[config.mk]
export PLATFORM = sky130hd
export DESIGN_NAME = bounce_generator
export DESIGN_NICKNAME = d
export VERILOG_FILES = /design/src/rtl/bounce_pkg.sv /design/src/rtl/lfsr16.sv /design/src/rtl/bounce_generator.sv
export SDC_FILE = /design/constraint.sdc
export NUM_CORES = 1
export LEC_CHECK = 0
export BUFFER_PORTS_ARGS = -buffer_cell sky130_fd_sc_hd__buf_2
export CORE_ASPECT_RATIO = 1.75
export CORE_MARGIN = 5
export CORE_UTILIZATION = 60
export DETAILED_ROUTE_END_ITERATION = 7
export GPL_ROUTABILITY_DRIVEN = 0
export PLACE_DENSITY = 0.78
export SLEW_MARGIN = 5
export SYNTH_ARGS = -nofsm -noshare
export SYNTH_HDL_FRONTEND = slang
export SYNTH_SLANG_ARGS = --single-unit
[constraint.sdc]
create_clock -name CLK100MHZ -period 2.8 [get_ports CLK100MHZ]
set_input_delay 0.56 -clock CLK100MHZ [delete_from_list [all_inputs] [get_ports CLK100MHZ]]
set_output_delay 0.56 -clock CLK100MHZ [all_outputs]
set_load 0.01 [all_outputs]
[src/rtl/bounce_pkg.sv]
// Shared types and constants for the bounce generator and its LFSR.
package bounce_pkg;

  // Burst FSM states
  typedef enum logic [1:0] {
    IDLE   = 2'd0,
    BOUNCE = 2'd1,
    SETTLE = 2'd2
  } state_e;

  // Fibonacci taps for x^16 + x^14 + x^13 + x^11 + 1 (stages 16,14,13,11 -> bits 15,13,12,10)
  localparam logic [15:0] LFSR_TAPS = 16'hB400;

  // Substituted when a zero seed is requested; an all-zero LFSR would lock up
  localparam logic [15:0] DEFAULT_SEED = 16'hACE1;

endpackage

[src/rtl/lfsr16.sv]
// 16-bit Fibonacci LFSR, free-running every clock, reset to the supplied seed.
module lfsr16
  import bounce_pkg::*;
(
  input  logic        CLK100MHZ,
  input  logic        CPU_RESETN,
  input  logic [15:0] seed,
  output logic [15:0] q
);

  // Shift left, feeding the XOR of the tapped stages into bit 0
  always_ff @(posedge CLK100MHZ or negedge CPU_RESETN) begin
    if (!CPU_RESETN) begin
      q <= seed;
    end else begin
      q <= {q[14:0], ^(q & LFSR_TAPS)};
    end
  end

endmodule

[src/rtl/bounce_generator.sv]
// Emulates a mechanically bouncing push-button: on each requested level change the output
// chatters with pseudo-random run lengths for a fixed window, then settles to the request.
module bounce_generator
  import bounce_pkg::*;
#(
  parameter int unsigned BOUNCE_CYCLES = 1000,
  parameter int unsigned MIN_HOLD      = 4,
  parameter int unsigned HOLD_BITS     = 3,
  parameter logic [15:0] SEED          = 16'hACE1
) (
  input  logic       CLK100MHZ,
  input  logic       CPU_RESETN,
  input  logic       level_in,
  output logic       btn_out,
  output logic       busy,
  output logic       stable_level,
  output logic [7:0] toggle_count
);

  localparam logic [15:0] EFF_SEED    = (SEED == 16'h0000) ? DEFAULT_SEED : SEED;
  localparam logic [15:0] WINDOW_LOAD = 16'(BOUNCE_CYCLES - 1);
  localparam logic [15:0] HOLD_MIN    = 16'(MIN_HOLD);
  localparam logic [15:0] HOLD_MASK   = 16'((32'd1 << HOLD_BITS) - 32'd1);

  logic [15:0] lfsr_q;
  logic [8:0]  hold_reload;

  state_e      state_q, state_d;
  logic [15:0] window_q, window_d;
  logic [8:0]  hold_q, hold_d;
  logic        btn_q, btn_d;
  logic        stable_q, stable_d;
  logic        busy_q, busy_d;
  logic [7:0]  count_q, count_d;

  lfsr16 u_lfsr (
    .CLK100MHZ  (CLK100MHZ),
    .CPU_RESETN (CPU_RESETN),
    .seed       (EFF_SEED),
    .q          (lfsr_q)
  );

  // Random hold: MIN_HOLD plus the low HOLD_BITS of the LFSR (mask is zero when HOLD_BITS==0)
  assign hold_reload = 9'(HOLD_MIN + (lfsr_q & HOLD_MASK));

  // Next-state logic for the burst FSM, window/hold counters and output levels
  always_comb begin
    state_d  = state_q;
    window_d = window_q;
    hold_d   = hold_q;
    btn_d    = btn_q;
    stable_d = stable_q;
    count_d  = count_q;
    unique case (state_q)
      IDLE: begin
        btn_d = stable_q;
        if (level_in != stable_q) begin
          state_d  = BOUNCE;
          window_d = WINDOW_LOAD;
          hold_d   = hold_reload;
          count_d  = 8'd0;
        end
      end
      BOUNCE: begin
        window_d = (window_q == 16'd0) ? 16'd0 : window_q - 16'd1;
        if (hold_q == 9'd0) begin
          btn_d  = ~btn_q;
          hold_d = hold_reload;
          if (count_q != 8'hFF) begin
            count_d = count_q + 8'd1;
          end
        end else begin
          hold_d = hold_q - 9'd1;
        end
        // A toggle on the final window cycle still happens; SETTLE then overrides the level
        if (window_q == 16'd0) begin
          state_d = SETTLE;
        end
      end
      SETTLE: begin
        btn_d    = level_in;
        stable_d = level_in;
        state_d  = IDLE;
      end
      default: begin
        state_d = IDLE;
      end
    endcase
    busy_d = (state_d != IDLE);
  end

  // State and output registers; all outputs come straight from flops
  always_ff @(posedge CLK100MHZ or negedge CPU_RESETN) begin
    if (!CPU_RESETN) begin
      state_q  <= IDLE;
      window_q <= 16'd0;
      hold_q   <= 9'd0;
      btn_q    <= 1'b0;
      stable_q <= 1'b0;
      busy_q   <= 1'b0;
      count_q  <= 8'd0;
    end else begin
      state_q  <= state_d;
      window_q <= window_d;
      hold_q   <= hold_d;
      btn_q    <= btn_d;
      stable_q <= stable_d;
      busy_q   <= busy_d;
      count_q  <= count_d;
    end
  end

  assign btn_out      = btn_q;
  assign busy         = busy_q;
  assign stable_level = stable_q;
  assign toggle_count = count_q;

endmodule

---- Word-level counts from Yosys, hierarchy flattened ----
Cells that the tools add are included.
word-level totals
  register bits after elaboration ......... 54
  latch bits .............................. 0
  bits in writable memories ............... 0
  bits in read-only memories .............. 0
  input bits .............................. 3
  output and inout bits ................... 11
  memories ................................ 0
cells by class
  $add $sub $neg .......................... 4
  $mul .................................... 0
  divide/modulo/power cells ............... 0
  order comparisons ....................... 0
  equal/unequal tests ..................... 7
  shift operators ......................... 0
  mux-type cells .......................... 15
  bitwise gates (word level) .............. 1
  reduce and logical (&&, ||, !) cells .... 10
operators by type and width
  kind                   number
  $mux 16                2
  $pmux 16 s2            1
  $mux 8                 3
  $mux 9                 2
  $pmux 9 s2             1
  $logic_not 16->1       1
  $pmux 8 s2             1
  $reduce_xor 16->1      1
  $sub 16x1->16 const B  1
  $logic_not 9->1        1
  $sub 9x1->9 const B    1
  $add 8x1->8 const B    1
  $ne 8x8->1 const B     1
  $ne 2x2->1 const B     3
  $add 3x3->4 const A    1
  $mux 2                 2
  $pmux 2 s2             1
  $reduce_and 2->1       2
  $reduce_and 4->1       1
  $reduce_bool 2->1      2
  $pmux 1 s3             1
  $reduce_bool 3->1      1
  $eq 2x1->1 const B     1
  $eq 2x2->1 const B     1
  other kinds (4)        4

---- Logic depth before layout (Yosys ltp) ----
Gate-level depths: netlist of run 1.
  depth after elaboration ................. 4
  gate-level depth with buffers ........... 9
  mapped depth without buffers ............ 6

---- Least setup slack after synthesis of run 1 ----
Ideal clock, no wire load.
  path kind ............................... reg-to-reg
  start ................................... register hold_q[0]
  end ..................................... register count_q[2], in the netlist toggle_count[2]
  library setup time ...................... 0.122 ns
  arrival time ............................ 2.024 ns
  setup slack ............................. 0.655 ns
  stages on the path, launching flop included .. 8
  buffers on the path ..................... 1
  cells stage by stage .................... dfrtp_1 inv_1 ha_1 or3b_1 clkbuf_1 a2111o_1 or3_1 a32o_1
on the way
  longest elaborated chain between the ends .. 3
RTL lines
  what                        line                     text
  from (decl)                 bounce_generator.sv:30   logic [8:0] hold_q, hold_d;
  from (signal assigned)      bounce_generator.sv:105  hold_q <= hold_d;
  $logic_not 9->1             bounce_generator.sv:66   if (hold_q == 9'd0) begin
  $ne 2x2->1 (no line)        n/a
  $reduce_and 4->1 (no line)  n/a
  to (signal assigned)        bounce_generator.sv:109  count_q <= count_d;
  to (decl)                   bounce_generator.sv:34   logic [7:0] count_q, count_d;
Every way passes these cells.
A chain may end at the register's enable or synchronous reset.

---- Worst setup path in the final report of run 1 ----
  start ................................... register hold_q[0]
  end ..................................... register hold_q[5]
on the way
  longest elaborated chain between the ends .. 3
  elaborated cells on any way between the ends .. 4
  those cells by class .................... add/sub: 1; mux: 2; reduce/logical: 1
RTL lines
  what                                                   line                                            text
  $sub 9x1->9 / $logic_not 9->1 (equally long branches)  bounce_generator.sv:73, bounce_generator.sv:66
  $mux 9 *                                               bounce_generator.sv:66
  $pmux 9 s2 *                                           bounce_generator.sv:54                          unique case (state_q)
Every way passes the cells marked *; elsewhere a longest branch is shown, timed or not.

==> results of run 1 <==
[kinds of logic after synthesis]
kind of cell             share of synthesized area
AO/OA/AOI/OAI                                0.224
AND/OR/NAND/NOR                              0.165
flip-flops                                   0.491
buffers and inverters                       0.0429
adder cells (fa/ha/maj)                     0.0361
XOR/XNOR                                    0.0221
multiplexers                                0.0185
[layout by cell type, fill, tap and decap left out, drive strengths merged, types with 5 or more instances in the layout]
| cell | count |
|---|---|
| o31ai | 9 |
| dfrtp | 46 |
| or3 | 8 |
| ha | 8 |
| a22oi | 8 |
| o21ai | 18 |
| nor3 | 9 |
| nand2 | 13 |
| clkbuf | 5 |
| nor2 | 18 |
| buf | 22 |
| inv | 18 |
| or4 | 7 |
| nand3 | 7 |
| xnor2 | 5 |
| a21oi | 15 |
| dfstp | 8 |
[power by group through the flow]
stage | Clock (mW) | Combinational, mW | Sequential (mW)
final | 0.437 | 0.0227 | 0.780
after global routing | 0.493 | 0.0266 | 0.780
after CTS | 0.459 | 0.0237 | 0.780
after detailed placement | 0 | 0.0237 | 0.795
after global placement | 0 | 0.0232 | 0.795
after floorplan | 0 | 0.00250 | 0.795
[worst min-delay path by stage]
stage                           start     endpoint  slack [ns]  cells after the start
after floorplan            CPU_RESETN      btn_out        0.26                      0
after global placement    u_lfsr.q[8]  u_lfsr.q[9]        0.34                      0
after detailed placement  u_lfsr.q[4]  u_lfsr.q[5]        0.34                      0
after CTS                  CPU_RESETN  u_lfsr.q[9]        0.01                      1
after global routing       CPU_RESETN  u_lfsr.q[9]       0.005                      1
final                      CPU_RESETN  u_lfsr.q[9]        0.02                      1
[final cells by class]
type	count	area share
Clock inverter	3	0.00828
Multi-Input combinational cell	191	0.428
Inverter	17	0.0211
Timing Repair Buffer	22	0.0480
Clock buffer	5	0.0228
Tap cell	51	0.0211
Sequential cell	54	0.450
[sequential cells by signal, indices dropped and copies added (netlist names)]
register and count:
btn_out 1, busy 1, hold_q 9, stable_level 1, state_q 2, toggle_count 8
u_lfsr.q 16, window_q 16
[critical path, delay by kind of cell (launching register included)]
kind	cells	cell delay, ns
flops	1	0.43
simple gates	2	0.58
buf+inv	2	0.32
fa+ha+maj	1	0.16
compound gates	2	0.67
[through the flow]
| stage | area [µm²] | setup WS (ns) | std cells | util | total power [mW] |
|---|---|---|---|---|---|
| 6_report | 3020 | 0.540 | 343 | 0.680 | 1.24 |
| 5_1_grt | 3020 | 0.387 | 343 | 0.680 | 1.30 |
| 4_1_cts | 3020 | 0.530 | 343 | 0.680 | 1.26 |
| 3_5_place_dp | 2930 | 0.561 | 335 | 0.659 | 0.819 |
| 3_3_place_gp | 2930 | 0.592 | 335 | 0.659 | 0.818 |
| 2_1_floorplan | 2770 | 0.655 | 275 | - | 0.797 |
[layer usage]
layer,global-route usage,part of all wire
met5,0,0
met4,0.0850,0.024
met3,0.0335,0.022
met2,0.375,0.54
met1,0.247,0.41
[cells in the mapped netlist, types with 3 or more instances]
cell type,number
dfrtp_1,46
nor2_1,18
inv_1,17
o21ai_0,17
a21oi_1,15
nand2_1,12
nor3_1,9
a22oi_1,8
clkbuf_1,8
dfstp_2,8
ha_1,8
o31ai_1,8
nand3_1,7
or3_1,6
or4_1,6
buf_2,5
xnor2_1,5
a22o_1,4
mux2i_1,4
nand4_1,4
o22ai_1,4
a2111oi_0,3
a31oi_1,3
nor4_1,3
==> impl_metrics.toml, run 1 <==
[status]
status = "completed"

[setup_path]
end_kind = "flop"
rr_endpoint = "hold_q[5]"
crit_path_start_kind = "flop"
crit_start = "hold_q[0]"
crit_path_top_delay_cell = "or3b_1"
worstPathMaxFanout = 10
required_ns = 3.00
endpoint = "hold_q[5]"
regToRegSetupSlack_ns = 0.54
path_cells = "inv_1 -> ha_1 -> or3b_1 -> o31ai_4 -> buf_4 -> nor3_1 -> a22o_1"
arrival_ns = 2.46
max_stage_delay_ns = 0.51
reg2reg_from = "hold_q[0]"
rr_worst_depth = 7
critPathKind = "flop to flop"

[synthesis]
syn_avg_cell_area_um2 = 10.1
ys.flop_type = "dfrtp_1"
ys_ff_latch = 54
yosys_warnings = 0
syn_nets = 286
yosys.area.top_type = "dfrtp_1"
synth.distinct_cells = 61
netlist_top_cells_area = "dfrtp_1, dfstp_2, ha_1"
async_flop_share = 1.00
yosysSeqAreaShare = 0.491
syn_area_um2 = 2770
synthCells = 275
synth_top_area_share = 0.415
synth_edf_count = 0

[detailed_routing]
post_drt_wl_per_cell_um = 17.3
dr.first_iter.drc_count = 93
dr.pass1.iters = 4
drcViolationCount = 0
viasPerCell = 6.45
drt_wl_total_mm = 5.94
ant_nets = 0
vias = 2213

[timing]
tns_ns = 0
period_needed_ns = 2.26
finalHoldViolCount = 0
setup_viol = 0
fin_skew_ns = 0.0118
slew_viol_final = 0
max_slew.worst_pin.slew_ns = 0.692
fmax_ghz = 0.442
rsz0062_at_grt = "false"
slew_headroom = 0.527
whs_ns = 0.0226
period_share = 0.807

[layout]
drive_gt1_frac = 0.171
fill_cells = 362
finalNetCount = 302
syn2layout_area_growth_pct = 9.07
diodes = 0
seqCellArea_um2 = 1360
multi_input_area_um2 = 1290

[pwr]
p_leak_nw = 1.23
switching_power_uw = 274
worst_ir_drop_vdd_uv = 300
power.share.combinational = 0.018
internal_power_uw = 965
seqPwrFrac = 0.629
powerDensity_nw_per_um2 = 410
swShare = 0.221
power_frac_clock = 0.352

[clock_network]
clk_latency_ns = 0.31
cts_tree = "built"
htree_levels = 2
cts_num_sinks = 54
clkTransAtPathRegs_ns = 0.10
cts_setup_buffers = 0
cts_made_buffers = 5
cts_hold_buf = 0
ctsRootBufferMaster = "clkbuf_8"
cts_resized = 0
max-clock-path-buffers = 2

[job]
maxCapViolations = 0

[floorplanning]
io_pins = 14
coreArea_um2 = 4440
fp-row-count = 32
die_area_um2 = 6130
fp.dieH_um = 99.9
fp.dieW_um = 61.4
start_util = 0.624

[place]
dpl.hpwl_mm = 4.30
io_buffers = 13

[grt]
grt.total_usage = 0.213
grt_pass1_wl_mm = 10.2
grt_max_degree = 30
grt_pass1_vias = 2221
grt_overflow_total = 0
antenna_found_initial = 0

[min_path]
worstHoldPathType = "input port to asynchronous set/reset pin"
No activity file was read; power rests on OpenSTA's default activity.
==> run 2, diff against run 1 <==
--- a/config.mk
+++ b/config.mk
@@ -5,13 +5,14 @@
 export SDC_FILE = /design/constraint.sdc
 export NUM_CORES = 1
 export LEC_CHECK = 0
+export ABC_AREA = 1
 export BUFFER_PORTS_ARGS = -buffer_cell sky130_fd_sc_hd__buf_2
 export CORE_ASPECT_RATIO = 1.75
 export CORE_MARGIN = 5
-export CORE_UTILIZATION = 60
+export CORE_UTILIZATION = 61
 export DETAILED_ROUTE_END_ITERATION = 7
 export GPL_ROUTABILITY_DRIVEN = 0
-export PLACE_DENSITY = 0.78
+export PLACE_DENSITY = 0.79
 export SLEW_MARGIN = 5
 export SYNTH_ARGS = -nofsm -noshare
 export SYNTH_HDL_FRONTEND = slang
==> constraint.sdc (replaced) <==
create_clock -name CLK100MHZ -period 2.2 [get_ports CLK100MHZ]
set_input_delay 0.44 -clock CLK100MHZ [delete_from_list [all_inputs] [get_ports CLK100MHZ]]
set_output_delay 0.44 -clock CLK100MHZ [all_outputs]
set_load 0.01 [all_outputs]
==> impl_metrics.toml, run 2 <==
[pwr]
swShare = 0.434
power_frac_clock = 0.175
switching_power_mw = 1.46
power.share.combinational = 0.436
seqPwrFrac = 0.389
p_leak_nw = 1.53
worst_ir_drop_vdd_uv = 843
powerDensity_nw_per_um2 = 1100
internal_power_mw = 1.90

[grt]
antenna_found_initial = 0
grt_overflow_total = 0
grt_max_degree = 35
grt_pass1_vias = 2490
grt_pass1_wl_mm = 10.5
grt.total_usage = 0.222

[floorplanning]
die_area_um2 = 6200
fp.dieH_um = 100
coreArea_um2 = 4620
io_pins = 14
start_util = 0.617
fp-row-count = 33
fp.dieW_um = 61.7

[synthesis]
syn_area_um2 = 2850
syn_avg_cell_area_um2 = 7.97
synthCells = 358
yosys_warnings = 0
netlist_top_cells_area = "dfrtp_1, nand2_1, dfstp_2"
synth_top_area_share = 0.403
yosysSeqAreaShare = 0.477
syn_nets = 369
yosys.cell_count.top_type = "nand2_1"
yosys.area.top_type = "dfrtp_1"
ys.flop_type = "dfrtp_1"
synth.distinct_cells = 33
ys_ff_latch = 54
async_flop_share = 1.00
synth_common_cells = "nand2_1, dfrtp_1, nor2_1"
synth_edf_count = 0

[setup_path]
crit_path_start_kind = "flop"
end_kind = "flop"
regToRegSetupSlack_ns = 0.32
cp.buffers_inverters = 2
max_stage_delay_ns = 0.43
arrival_ns = 2.08
crit_path_top_delay_cell = "dfrtp_1"
critPathKind = "flop to flop"
cp_top_family = "simple AND/OR/NAND/NOR gates"
required_ns = 2.40
worstPathMaxFanout = 28
path_cells = "inv_1 -> ha_1 -> inv_2 -> or2_4 -> nand2_4 -> nand3_4 -> nand2_1 -> o21ai_2"

[timing]
slew_viol_final = 0
slew_headroom = 0.661
period_needed_ns = 1.88
finalHoldViolCount = 0
max_slew.worst_pin.slew_ns = 0.508
fin_skew_ns = 0.00843
whs_ns = 0.0805
setup_viol = 0
period_share = 0.853
tns_ns = 0
fmax_ghz = 0.533
rsz0062_at_grt = "false"

[clock_network]
max-clock-path-buffers = 2
clkTransAtPathRegs_ns = 0.10
ctsRootBufferMaster = "clkbuf_8"
cts_made_buffers = 5
cts_setup_buffers = 0
cts_tree = "built"
cts_resized = 0
clk_latency_ns = 0.31
cts_num_sinks = 54
htree_levels = 2
cts_hold_buf = 0

[layout]
mostFrequentLayoutCell = "nand2_1"
layout_common_cells = "nand2_1, dfrtp_1, nor2_1, inv_1, nand3_1"
final_core_util = 0.662
drive_gt1_frac = 0.149
finalNetCount = 385
top_regs = "u_lfsr.q (16), window_q (16), hold_q (9)"
diodes = 0
syn2layout_area_growth_pct = 7.32

[job]
maxCapViolations = 0

[min_path]
worstHoldPathType = "input port to asynchronous set/reset pin"

[detailed_routing]
vias = 2341
dr.first_iter.drc_count = 121
drcViolationCount = 0
ant_nets = 0
post_drt_wl_per_cell_um = 13.5
viasPerCell = 5.48
dr.pass1.iters = 4
drt_wl_total_mm = 5.75

[place]
dpl.hpwl_mm = 4.20
io_buffers = 13

[status]
status = "completed"
[run 2: cell types whose count changed after synthesis, moves of 8 or more]
cell,delta
nor2_1,+26
a21oi_1,-8
nand2_1,+90
inv_1,+22
a22oi_1,-8
o31ai_1,-8
o21ai_2,+8
nand3_1,+26
[run 2: power groups by stage]
stage / Combinational, mW / Sequential [mW] / Clock [mW]
after floorplan: 1.19 / 1.31 / 0
after global placement: 1.40 / 1.31 / 0
after detailed placement: 1.46 / 1.32 / 0
after CTS: 1.47 / 1.30 / 0.603
after global routing: 1.71 / 1.33 / 0.637
final: 1.47 / 1.31 / 0.587
[run 2: final cells by class]
class	count	area, µm²
Clock buffer	5	68.8
Clock inverter	3	28.8
Fill cell	402	1560
Inverter	41	154
Multi-Input combinational cell	256	1280
Sequential cell	54	1360
Tap cell	52	65.1
Timing Repair Buffer	16	100
[run 2: path summary, 6_finish.rpt]
path / start / endpoint / cells past startpoint
max in group asynchronous: CPU_RESETN / u_lfsr.q[0] / 2
min in group CLK100MHZ: u_lfsr.q[6] / u_lfsr.q[7] / 0
worst min-delay path: CPU_RESETN / window_q[13] / 1
worst max register to register: state_q[1] / toggle_count[0] / 8
worst max-delay path: state_q[1] / toggle_count[0] / 8
worst min register to register: u_lfsr.q[6] / u_lfsr.q[7] / 0
[run 2: per-layer routing]
layer | up-vias | track usage | wire [µm]
li1 | 1159 | - | -
met4 | 0 | 0.113 | 168
met5 | - | 0 | 0
met3 | 19 | 0.0308 | 137
met1 | 1116 | 0.252 | 2310
met2 | 47 | 0.386 | 3130
[run 2: through the flow]
step                instance area [µm²]  power [mW]  setup slack [ns]  cells
CTS                                3060        3.38             0.314    427
finish                             3060        3.36             0.324    427
global placement                   2970        2.71             0.426    419
floorplan                          2850        2.50             0.581    358
detailed placement                 2970        2.78             0.334    419
global route                       3060        3.67             0.165    427
[run 2: logic make-up (layout without fill, tap and decap cells)]
group / after synthesis / count (layout) / share of synthesized area
XOR/XNOR: 7 / 7 / 0.0215
AND/OR/NAND/NOR: 207 / 207 / 0.319
AO/OA/AOI/OAI: 34 / 34 / 0.0745
buffers and inverters: 48 / 65 / 0.0728
flip-flops: 54 / 54 / 0.477
adder cells (fa/ha/maj): 8 / 8 / 0.0351
